File: src/rtl/serial_sub_pkg.sv
// Shared types and sizing helpers for the bit-serial subtractor.
package serial_sub_pkg;

    typedef enum logic [1:0] {
        IDLE  = 2'd0,
        SHIFT = 2'd1,
        DONE  = 2'd2
    } state_t;

    // One extra bit so a count of WIDTH-1 fits even when WIDTH is a power of two or 1.
    function automatic int CNT_W(input int width);
        return $clog2(width) + 1;
    endfunction

endpackage

File: src/rtl/serial_sub_fs_bit.sv
// Combinational 1-bit full subtractor (a - b - c) built from NOR gates only.
module fs_bit (
    input  logic a,
    input  logic b,
    input  logic c,
    output logic diff,
    output logic bo
);
    logic n1, n2, n3, ab_xnor, ab_xor, nc, and_t, or_n;
    logic m1, m2, m3;

    // a XNOR b; n2 doubles as (~a & b) for the borrow term.
    assign n1      = ~(a | b);
    assign n2      = ~(a | n1);
    assign n3      = ~(b | n1);
    assign ab_xnor = ~(n2 | n3);
    assign ab_xor  = ~(ab_xnor | ab_xnor);

    // diff = (a^b)^c = XNOR(ab_xnor, c)
    assign m1   = ~(ab_xnor | c);
    assign m2   = ~(ab_xnor | m1);
    assign m3   = ~(c | m1);
    assign diff = ~(m2 | m3);

    // bo = (~a & b) | (ab_xnor & c)
    assign nc    = ~(c | c);
    assign and_t = ~(ab_xor | nc);
    assign or_n  = ~(n2 | and_t);
    assign bo    = ~(or_n | or_n);

endmodule

File: src/rtl/serial_sub.sv
// Bit-serial WIDTH-bit subtractor with start/done handshake, LSB first.
module serial_sub
    import serial_sub_pkg::*;
#(
    parameter int unsigned WIDTH = 8
) (
    input  logic             clk,
    input  logic             rst_n,
    input  logic             start,
    input  logic [WIDTH-1:0] a,
    input  logic [WIDTH-1:0] b,
    input  logic             bin,
    output logic             busy,
    output logic             done,
    output logic [WIDTH-1:0] diff,
    output logic             bout
);
    localparam int unsigned CW = CNT_W(WIDTH);

    state_t           state_q, state_d;
    logic [WIDTH-1:0] a_sh, b_sh, diff_sh, diff_sh_nxt, diff_q;
    logic             brw, bout_q, d_bit, bo_bit, accept, last;
    logic [CW-1:0]    cnt;

    fs_bit u_fs_bit (
        .a    (a_sh[0]),
        .b    (b_sh[0]),
        .c    (brw),
        .diff (d_bit),
        .bo   (bo_bit)
    );

    assign accept = start && (state_q == IDLE || state_q == DONE);
    assign last   = (cnt == CW'(WIDTH - 1));

    generate
        if (WIDTH == 1) begin : g_w1
            assign diff_sh_nxt = d_bit;
        end else begin : g_wn
            assign diff_sh_nxt = {d_bit, diff_sh[WIDTH-1:1]};
        end
    endgenerate

    always_ff @(posedge clk) begin
        if (!rst_n) begin
            state_q <= IDLE;
        end else begin
            state_q <= state_d;
        end
    end

    always_comb begin
        state_d = state_q;
        unique case (state_q)
            IDLE:    if (start) state_d = SHIFT;
            SHIFT:   if (last) state_d = DONE;
            DONE:    state_d = start ? SHIFT : IDLE;
            default: state_d = IDLE;
        endcase
    end

    always_comb begin
        busy = (state_q == SHIFT);
        done = (state_q == DONE);
        diff = diff_q;
        bout = bout_q;
    end

    // Result registers load on the SHIFT->DONE edge and then hold until the next result.
    always_ff @(posedge clk) begin
        if (!rst_n) begin
            a_sh    <= '0;
            b_sh    <= '0;
            diff_sh <= '0;
            brw     <= 1'b0;
            cnt     <= '0;
            diff_q  <= '0;
            bout_q  <= 1'b0;
        end else if (accept) begin
            a_sh    <= a;
            b_sh    <= b;
            brw     <= bin;
            cnt     <= '0;
            diff_sh <= '0;
        end else if (state_q == SHIFT) begin
            a_sh    <= a_sh >> 1;
            b_sh    <= b_sh >> 1;
            brw     <= bo_bit;
            diff_sh <= diff_sh_nxt;
            cnt     <= cnt + CW'(1);
            if (last) begin
                diff_q <= diff_sh_nxt;
                bout_q <= bo_bit;
            end
        end
    end

endmodule
File: config.mk
export PLATFORM = sky130hd
export DESIGN_NAME = serial_sub
export DESIGN_NICKNAME = d
export VERILOG_FILES = /design/src/rtl/serial_sub_pkg.sv /design/src/rtl/serial_sub_fs_bit.sv /design/src/rtl/serial_sub.sv
export SDC_FILE = /design/constraint.sdc
export NUM_CORES = 1
export LEC_CHECK = 0
export ABC_AREA = 1
export CORE_MARGIN = 4
export CORE_UTILIZATION = 52
export DETAILED_ROUTE_END_ITERATION = 8
export HOLD_SLACK_MARGIN = 0.05
export PLACE_DENSITY = 0.84
export SLEW_MARGIN = 20
export SYNTH_ARGS = -nofsm -noshare
export SYNTH_HDL_FRONTEND = slang
export SYNTH_HIERARCHICAL = 1
export SYNTH_SLANG_ARGS = --single-unit
File: constraint.sdc
create_clock -name clk -period 1.45 [get_ports clk]
set_clock_uncertainty 0.1 [all_clocks]
set_input_delay 0.3625 -clock clk [delete_from_list [all_inputs] [get_ports clk]]
set_output_delay 0.3625 -clock clk [all_outputs]
set_load 0.1 [all_outputs]
# == Yosys cells after proc, flatten, opt, wreduce, memory -nomap -nowiden ==
# Cells that the tools add are included.
# word_totals
wordCells,53
ff_bits,40
out_inout_bits,11
# classes
reduce_logical,7
n_bitwise,22
eq_ne,5
mux,10
add_sub_neg,1
# ops
operator,n
$mux W8,4
$not A1 Y1,12
$or A1 B1 Y1,10
$pmux W2 S3,1
$add A4 B1 Y4 const B,1
$eq A4 B3 Y1 const B,1
$mux W2,2
$mux W1,3
$reduce_and A3 Y1,1
$eq A2 B1 Y1 const B,1
$eq A2 B2 Y1 const B,1
$logic_not A2 Y1,1
$ne A2 B1 Y1 const B,1
$ne A2 B2 Y1 const B,1
$reduce_and A2 Y1,1
$reduce_bool A2 Y1,1
$reduce_or A2 Y1,1
$logic_and A1 B1 Y1,1
$logic_or A1 B1 Y1,1

# == Longest topological paths before layout ==
# Gate-level depths: netlist (run 1).
# depth
depth_word,12
depth_mapped,8
mapped_depth_nobuf,7

# == Cells and area by module ==
# The synthesis (run 1) kept the hierarchy.
# by_module_without_submodules
module,instances,seq_area_each_um2,cells_each,area_each_um2
serial_sub,1,780.7,250,1749.2
fs_bit,1,0.0,3,27.5

# == Worst setup path after synthesis (run 1) ==
# OpenSTA, ideal clock, no wires.
# synth_timing
kind,register to output
start,register state_q[0]
end,output done
arrival_ps,1739
stages_incl_launch_ff,3
slack_ps,-751
required_ps,988
path_cell_list,dfxtp_1 -> buf_6 -> nor2_1
# synth_via
elab_chain_cells,1
# synth_lines
element,line,source
"start, declared",serial_sub.sv:20,"state_t state_q, state_d;"
"start signal, assigned",serial_sub.sv:48,state_q <= state_d;
$eq A2 B2 Y1,serial_sub.sv:64,done = (state_q == DONE);
"end, declared",serial_sub.sv:14,"output logic done,"
# Every way passes these cells.

# == Final worst setup path (run 1) ==
# Same ends and word-level chain as after synthesis.

==> results.json, run 1 <==
{
  "outcome": "complete, but fails checks",
  "violations": "setup timing",
  "mappedNetlistNets": 275,
  "ys_warn_count": 6,
  "end_kind": "output port",
  "synth.area.top_cells": "dfxtp_1 44%, nand2_1 15%, nand3_1 7.6%, inv_1 6.5%, nor2_1 5.3%",
  "hold_start": "a_sh[7]",
  "max_slew_margin_pct": 85.2,
  "root_buffer": "clkbuf_4",
  "dp_hpwl_um": 2510,
  "cp.buffers_inverters": 2,
  "dp.cells": 326,
  "grt_max_degree": 23,
  "fin_crit_sh_pct": 109,
  "post_drt_wl_per_cell_um": 10.4,
  "cts_tree": "yes",
  "grt_util_all_layers_pct": 17.5,
  "grt_pass1_vias": 1469,
  "synth_edf_count": 0,
  "cts_sinks": 39,
  "worstSetupPathType": "reg -> out",
  "h-tree-depth": 2,
  "p_sw_share_pct": 28.3,
  "layout_min_cycle_time_ns": 1.58,
  "ant_nets": 0,
  "diodes": 0,
  "drive_gt1_share_pct": 18.9,
  "p_int_uw": 1480,
  "p_comb_share_pct": 18.3,
  "pre_cts_slack_ns": -0.251,
  "synth_top_cells_by_count": "69 x nand2_1, 39 x dfxtp_1, 31 x inv_1, 27 x nand3_1, 25 x nor2_1",
  "syn-cell-area_um2": 1780,
  "p_seq_share_pct": 55.8,
  "crit_required_ns": 0.99,
  "finalNonFillerCells": 340,
  "drv_slew": 0,
  "hold_class": "reg -> reg",
  "via_count": 1650,
  "gp_congestion": 0.807,
  "io_pins": 31,
  "cp_max_fo": 3,
  "die_area_um2": 4420,
  "numCtsBuffers": 5,
  "grtUsageMet3_pct": 4.38,
  "setup_violations": 2,
  "slowest_delay_ns": 0.38,
  "path_delay_family": "flip-flops",
  "use_met2_pct": 31.7,
  "p_leak_uw": 0.00103,
  "drcViolationCount": 0,
  "rows": 20,
  "clock_power_share_pct": 25.9,
  "dieHeight_um": 66.5,
  "portBuffers": 30,
  "critical_path.slowest_cell": "dfxtp_4",
  "yosysTopAreaCellShare_pct": 43.9,
  "clockBufferDepth": 2,
  "switchingPower_uw": 583,
  "grtUsageMet1_pct": 18.1,
  "hold_violations": 0,
  "synth_top_flop_cell": "dfxtp_1",
  "avgViaCountPerCell": 4.85,
  "core_um2": 3150,
  "syn_to_final_growth_pct": 34.6,
  "grt-ovfl-total": 0,
  "synth_cells": 253,
  "min_path_cells": 2,
  "synth_most_common_cell": "nand2_1",
  "r2r_setup_slack_ns": 0.08,
  "grt_pass1_wl_um": 5880,
  "whs_endpoint": "a_sh[7]",
  "cts.clk_slew.worst_paths_ns": 0.11,
  "maxCapViolCount": 0,
  "rr_startpoint": "state_q[1]",
  "ys_types": 22,
  "path_cells": "buf_6 > nor2_4 > buf_12",
  "antenna_found_initial": 0,
  "rsz0062_at_grt": "yes",
  "max_freq_ghz": 0.634,
  "seq_area_frac_synth_pct": 43.9,
  "power.density_nw_per_um2": 862,
  "syn-mean-instance-area_um2": 7.02,
  "busiest_layer": "met2",
  "tightest_slew_ns": 0.222,
  "postLayoutSetupSlackWorst_ns": -0.128,
  "die_width_um": 66.5,
  "start_kind": "flip-flop",
  "async_reset_ff_share_pct": 0,
  "drt_iter0_drc": 77,
  "peakVddDrop_mv": 0.576,
  "yosysTopAreaCell": "dfxtp_1",
  "synth-seq-cells": 39,
  "cp.arrival_ns": 1.12,
  "r2r.worst_path.cells": 9,
  "clock_latency_ns": 0.35,
  "layout.nets": 317,
  "drt-total-wl_um": 3530,
  "dr.pass1.iters": 4,
  "initial_utilization_pct": 56.3,
  "hold_buffers": 0,
  "r2r_end": "b_sh[4]"
}
[repair_timing]
item,CTS,global route
pin swaps,2,3
setup endpoints to repair,2,16
resized for setup,6,4
setup buffers,4,2
[layer usage]
layer  share of wire [%]  up-vias  wire [um]
met3                 6.1       10        214
met4                 2.4        0         83
met5                   0        -          0
li1                    -      865          -
met1                  42      730       1490
met2                  49       45       1730
[worst min-delay path, delay by kind of cell (launching register included)]
family | cells | cell delay [ns]
compound gates | 1 | 0.05
simple gates | 1 | 0.06
flops | 1 | 0.33
[cells by family (layout without fill, tap and decap cells)]
group                      after synthesis  in the layout  synth area share [%]
and+or+nand+nor                        131            131                  32.1
AOI/OAI and AO/OA                       32             32                  9.44
adders and majority gates                2              2                  1.83
buffers and inverters                   49             92                  12.7
DFF                                     39             39                  43.9
[state kept, by name, indices dropped and copies added (netlist names)]
register,count
diff_sh,7
cnt,4
diff,8
bout,1
brw,1
b_sh,8
state_q,2
a_sh,8
[how the worst max path moves through the flow]
stage	slack, ns	startpoint	to	cells after the start
after global placement	-0.21	start	a_sh[2]	7
after global routing	-0.17	state_q[0]	done	3
after detailed placement	-0.25	start	b_sh[4]	7
after CTS	-0.14	state_q[0]	done	3
after floorplan	0.02	state_q[0]	done	2
final	-0.13	state_q[0]	done	3
[placed cells by master (no fill, tap or decap), types with 2 or more instances in the layout]
cell,count
inv_4,4
nor2_4,3
o21ai_1,6
clkdlybuf4s50_1,19
nor2_1,24
clkbuf_1,2
a21oi_1,18
nand2_4,2
dfxtp_1,35
nand2_1,69
clkbuf_4,5
buf_12,13
nand3_1,26
buf_6,2
buf_4,12
inv_1,31
o21ai_0,6
dfxtp_2,3
o21ai_2,2
nor2_2,5
clkinv_1,2
[layout make-up]
| type | count | area, um^2 |
|---|---|---|
| Sequential cell | 39 | 788 |
| Timing Repair Buffer | 46 | 563 |
| Clock buffer | 7 | 45.0 |
| Inverter | 38 | 153 |
| Clock inverter | 1 | 5.00 |
| Multi-Input combinational cell | 165 | 783 |
| Fill cell | 247 | 761 |
| Tap cell | 44 | 55.1 |
[per-stage QoR]
stage	utilization [%]	instance area (um^2)	total power [uW]	hold WS, ns	TNS [ns]
floorplan	-	1790	1420	0.339	0
detailed placement	72.1	2270	1540	0.356	-6.87
global route	75.9	2390	2170	0.400	-0.302
CTS	75.0	2370	2080	0.371	-0.229
finish	75.9	2390	2060	0.367	-0.206
global placement	72.1	2270	1530	0.349	-5.28
[power by group through the flow]
stage	Sequential [uW]	Combinational, uW	Clock, uW
after floorplan	1170	250	0
after global placement	1180	352	0
after detailed placement	1180	360	0
after CTS	1150	376	549
after global routing	1160	421	594
final	1150	377	533
Note: power is estimated with default switching activity, not from simulation.
==> run 2, diff against run 1 <==
--- a/config.mk
+++ b/config.mk
@@ -7,12 +7,11 @@
 export LEC_CHECK = 0
 export ABC_AREA = 1
 export CORE_MARGIN = 4
-export CORE_UTILIZATION = 52
+export CORE_UTILIZATION = 45
 export DETAILED_ROUTE_END_ITERATION = 8
 export HOLD_SLACK_MARGIN = 0.05
-export PLACE_DENSITY = 0.84
+export PLACE_DENSITY = 0.75
 export SLEW_MARGIN = 20
 export SYNTH_ARGS = -nofsm -noshare
 export SYNTH_HDL_FRONTEND = slang
-export SYNTH_HIERARCHICAL = 1
 export SYNTH_SLANG_ARGS = --single-unit
==> results.json, run 2 <==
{
  "outcome": "complete, but fails checks",
  "violations": "setup timing",
  "diodes": 0,
  "syn_to_final_growth_pct": 45.6,
  "layout_commonest_cell": "nand2_1",
  "syn-mean-instance-area_um2": 6.92,
  "rr_startpoint": "cnt[0]",
  "drv_slew": 0,
  "synth_cells": 250,
  "clockBufferDepth": 2,
  "initial_utilization_pct": 46.9,
  "yosysTopAreaCellShare_pct": 45.2,
  "crit_start": "state_q[0]",
  "dieHeight_um": 70.0,
  "hold_violations": 0,
  "cts_sinks": 39,
  "antenna_found_initial": 0,
  "layout_min_cycle_time_ns": 1.52,
  "core_um2": 3690,
  "gp_congestion": 0.854,
  "dr.pass1.iters": 4,
  "synth.area.top_cells": "dfxtp_1 45%, nand2_1 15%, inv_1 7.4%, nand3_1 7.2%, nor2_1 6.7%",
  "yosysTopAreaCell": "dfxtp_1",
  "hold_buffers": 0,
  "seq_area_frac_synth_pct": 45.2,
  "start_kind": "flip-flop",
  "hold_start": "diff_sh[1]",
  "drt_iter0_drc": 111,
  "syn-cell-area_um2": 1730,
  "drive_gt1_share_pct": 18.2,
  "setup_violations": 2,
  "synth_top_flop_cell": "dfxtp_1",
  "tightest_slew_ns": 0.204,
  "hold_class": "reg -> reg",
  "async_reset_ff_share_pct": 0,
  "rsz0062_at_grt": "yes",
  "power_uw": 2460,
  "cp.buffers_inverters": 2,
  "mappedNetlistNets": 272,
  "fin_crit_sh_pct": 105,
  "finalNonFillerCells": 351,
  "slowest_delay_ns": 0.38,
  "grt_pass1_wl_um": 6400,
  "synth-seq-cells": 39,
  "avgViaCountPerCell": 4.70,
  "dp_hpwl_um": 2600,
  "drcViolationCount": 0,
  "h-tree-depth": 2,
  "dp.cells": 333,
  "ys_types": 19,
  "ys_warn_count": 0,
  "peakVddDrop_mv": 0.547,
  "via_count": 1648,
  "max_freq_ghz": 0.656,
  "grt_max_degree": 20,
  "max_slew_margin_pct": 86.4,
  "end_kind": "output port",
  "rows": 22,
  "root_buffer": "clkbuf_8",
  "grt_util_all_layers_pct": 15.5,
  "cp_max_fo": 4,
  "grt_pass1_vias": 1529,
  "synth_most_common_cell": "nand2_1",
  "postLayoutSetupSlackWorst_ns": -0.0738,
  "portBuffers": 30,
  "path_cells": "buf_6 > nor2_4 > buf_12",
  "power.density_nw_per_um2": 978,
  "numCtsBuffers": 5,
  "post_drt_wl_per_cell_um": 11.3,
  "pre_cts_slack_ns": -0.243,
  "worstSetupPathType": "reg -> out",
  "cts.clk_slew.worst_paths_ns": 0.08,
  "grt-ovfl-total": 0,
  "critical_path.slowest_cell": "dfxtp_4",
  "p_leak_uw": 0.00111,
  "cts_tree": "yes",
  "path_delay_family": "flip-flops",
  "synth_top_cells_by_count": "69 x nand2_1, 39 x dfxtp_1, 34 x inv_1, 31 x nor2_1, 25 x nand3_1",
  "ant_nets": 0,
  "cp.arrival_ns": 1.06,
  "die_area_um2": 4900,
  "synth_edf_count": 0,
  "final_cell_mix": "69 x nand2_1, 37 x dfxtp_1, 34 x inv_1",
  "clock_latency_ns": 0.29,
  "die_width_um": 70.0,
  "layout.nets": 324,
  "fin_tns_setup_ns": -0.0819,
  "io_pins": 31,
  "crit_required_ns": 0.99,
  "drt-total-wl_um": 3960,
  "hold_slack_ns": 0.370,
  "maxCapViolCount": 0
}
## run 2: report_power, final
part | switching, uW | total (uW) | leakage, uW | internal, uW
sequential | 31.4 | 1150 | 0.000319 | 1120
combinational | 211 | 389 | 0.000729 | 177
clock | 366 | 922 | 0.0000612 | 556
## run 2: final cells by class
cell class | count | area, um^2
clock buffer | 6 | 82.6
clock inverter | 2 | 35.0
fill | 323 | 1170
inverter | 37 | 149
multi-input combinational | 167 | 810
sequential | 39 | 786
tap | 48 | 60.1
timing repair buffer | 52 | 596
## run 2: cells by family (layout without fill, tap and decap cells)
family	after synthesis	after routing	share of synthesized area [%]
and+or+nand+nor	129	132	31.8
buffers and inverters	47	97	11.6
DFF	39	39	45.2
AOI/OAI and AO/OA	33	33	9.55
adders and majority gates	2	2	1.88
## run 2: metal layers
layer / track usage, % / part of all wire (%)
met3: 4.32 / 4.2
met1: 18.9 / 45
met2: 26.9 / 50
met5: 0 / 0
met4: 3.83 / 0.98
## run 2: worst paths after layout
path	to	slack (ns)	cells after the start
max	done	-0.07	3
min reg2reg	diff_sh[1]	0.37	2
min	diff_sh[1]	0.37	2
max reg2reg	diff[1]	0.10	5
## run 2: timing repair
action,4_1_cts,5_1_grt
setup endpoints to repair,2,24
pin swaps,1,3
gates cloned,0,3
setup buffers,4,3
resized for setup,6,11
endpoints found under the hold margin,0,0
## run 2: stage by stage
| step | area [um^2] | utilization, % |
|---|---|---|
| 6_report | 2520 | 68.2 |
| 4_1_cts | 2440 | 66.1 |
| 3_5_place_dp | 2270 | 61.5 |
| 5_1_grt | 2520 | 68.2 |
| 3_3_place_gp | 2270 | 61.5 |
| 2_1_floorplan | 1740 | - |
## run 2: worst register-to-register path, delay by kind of cell, from the launching register on
kind | cells | cell delay, ns
fa+ha+maj | 1 | 0.24
compound gates | 1 | 0.09
flops | 1 | 0.36
simple gates | 3 | 0.48
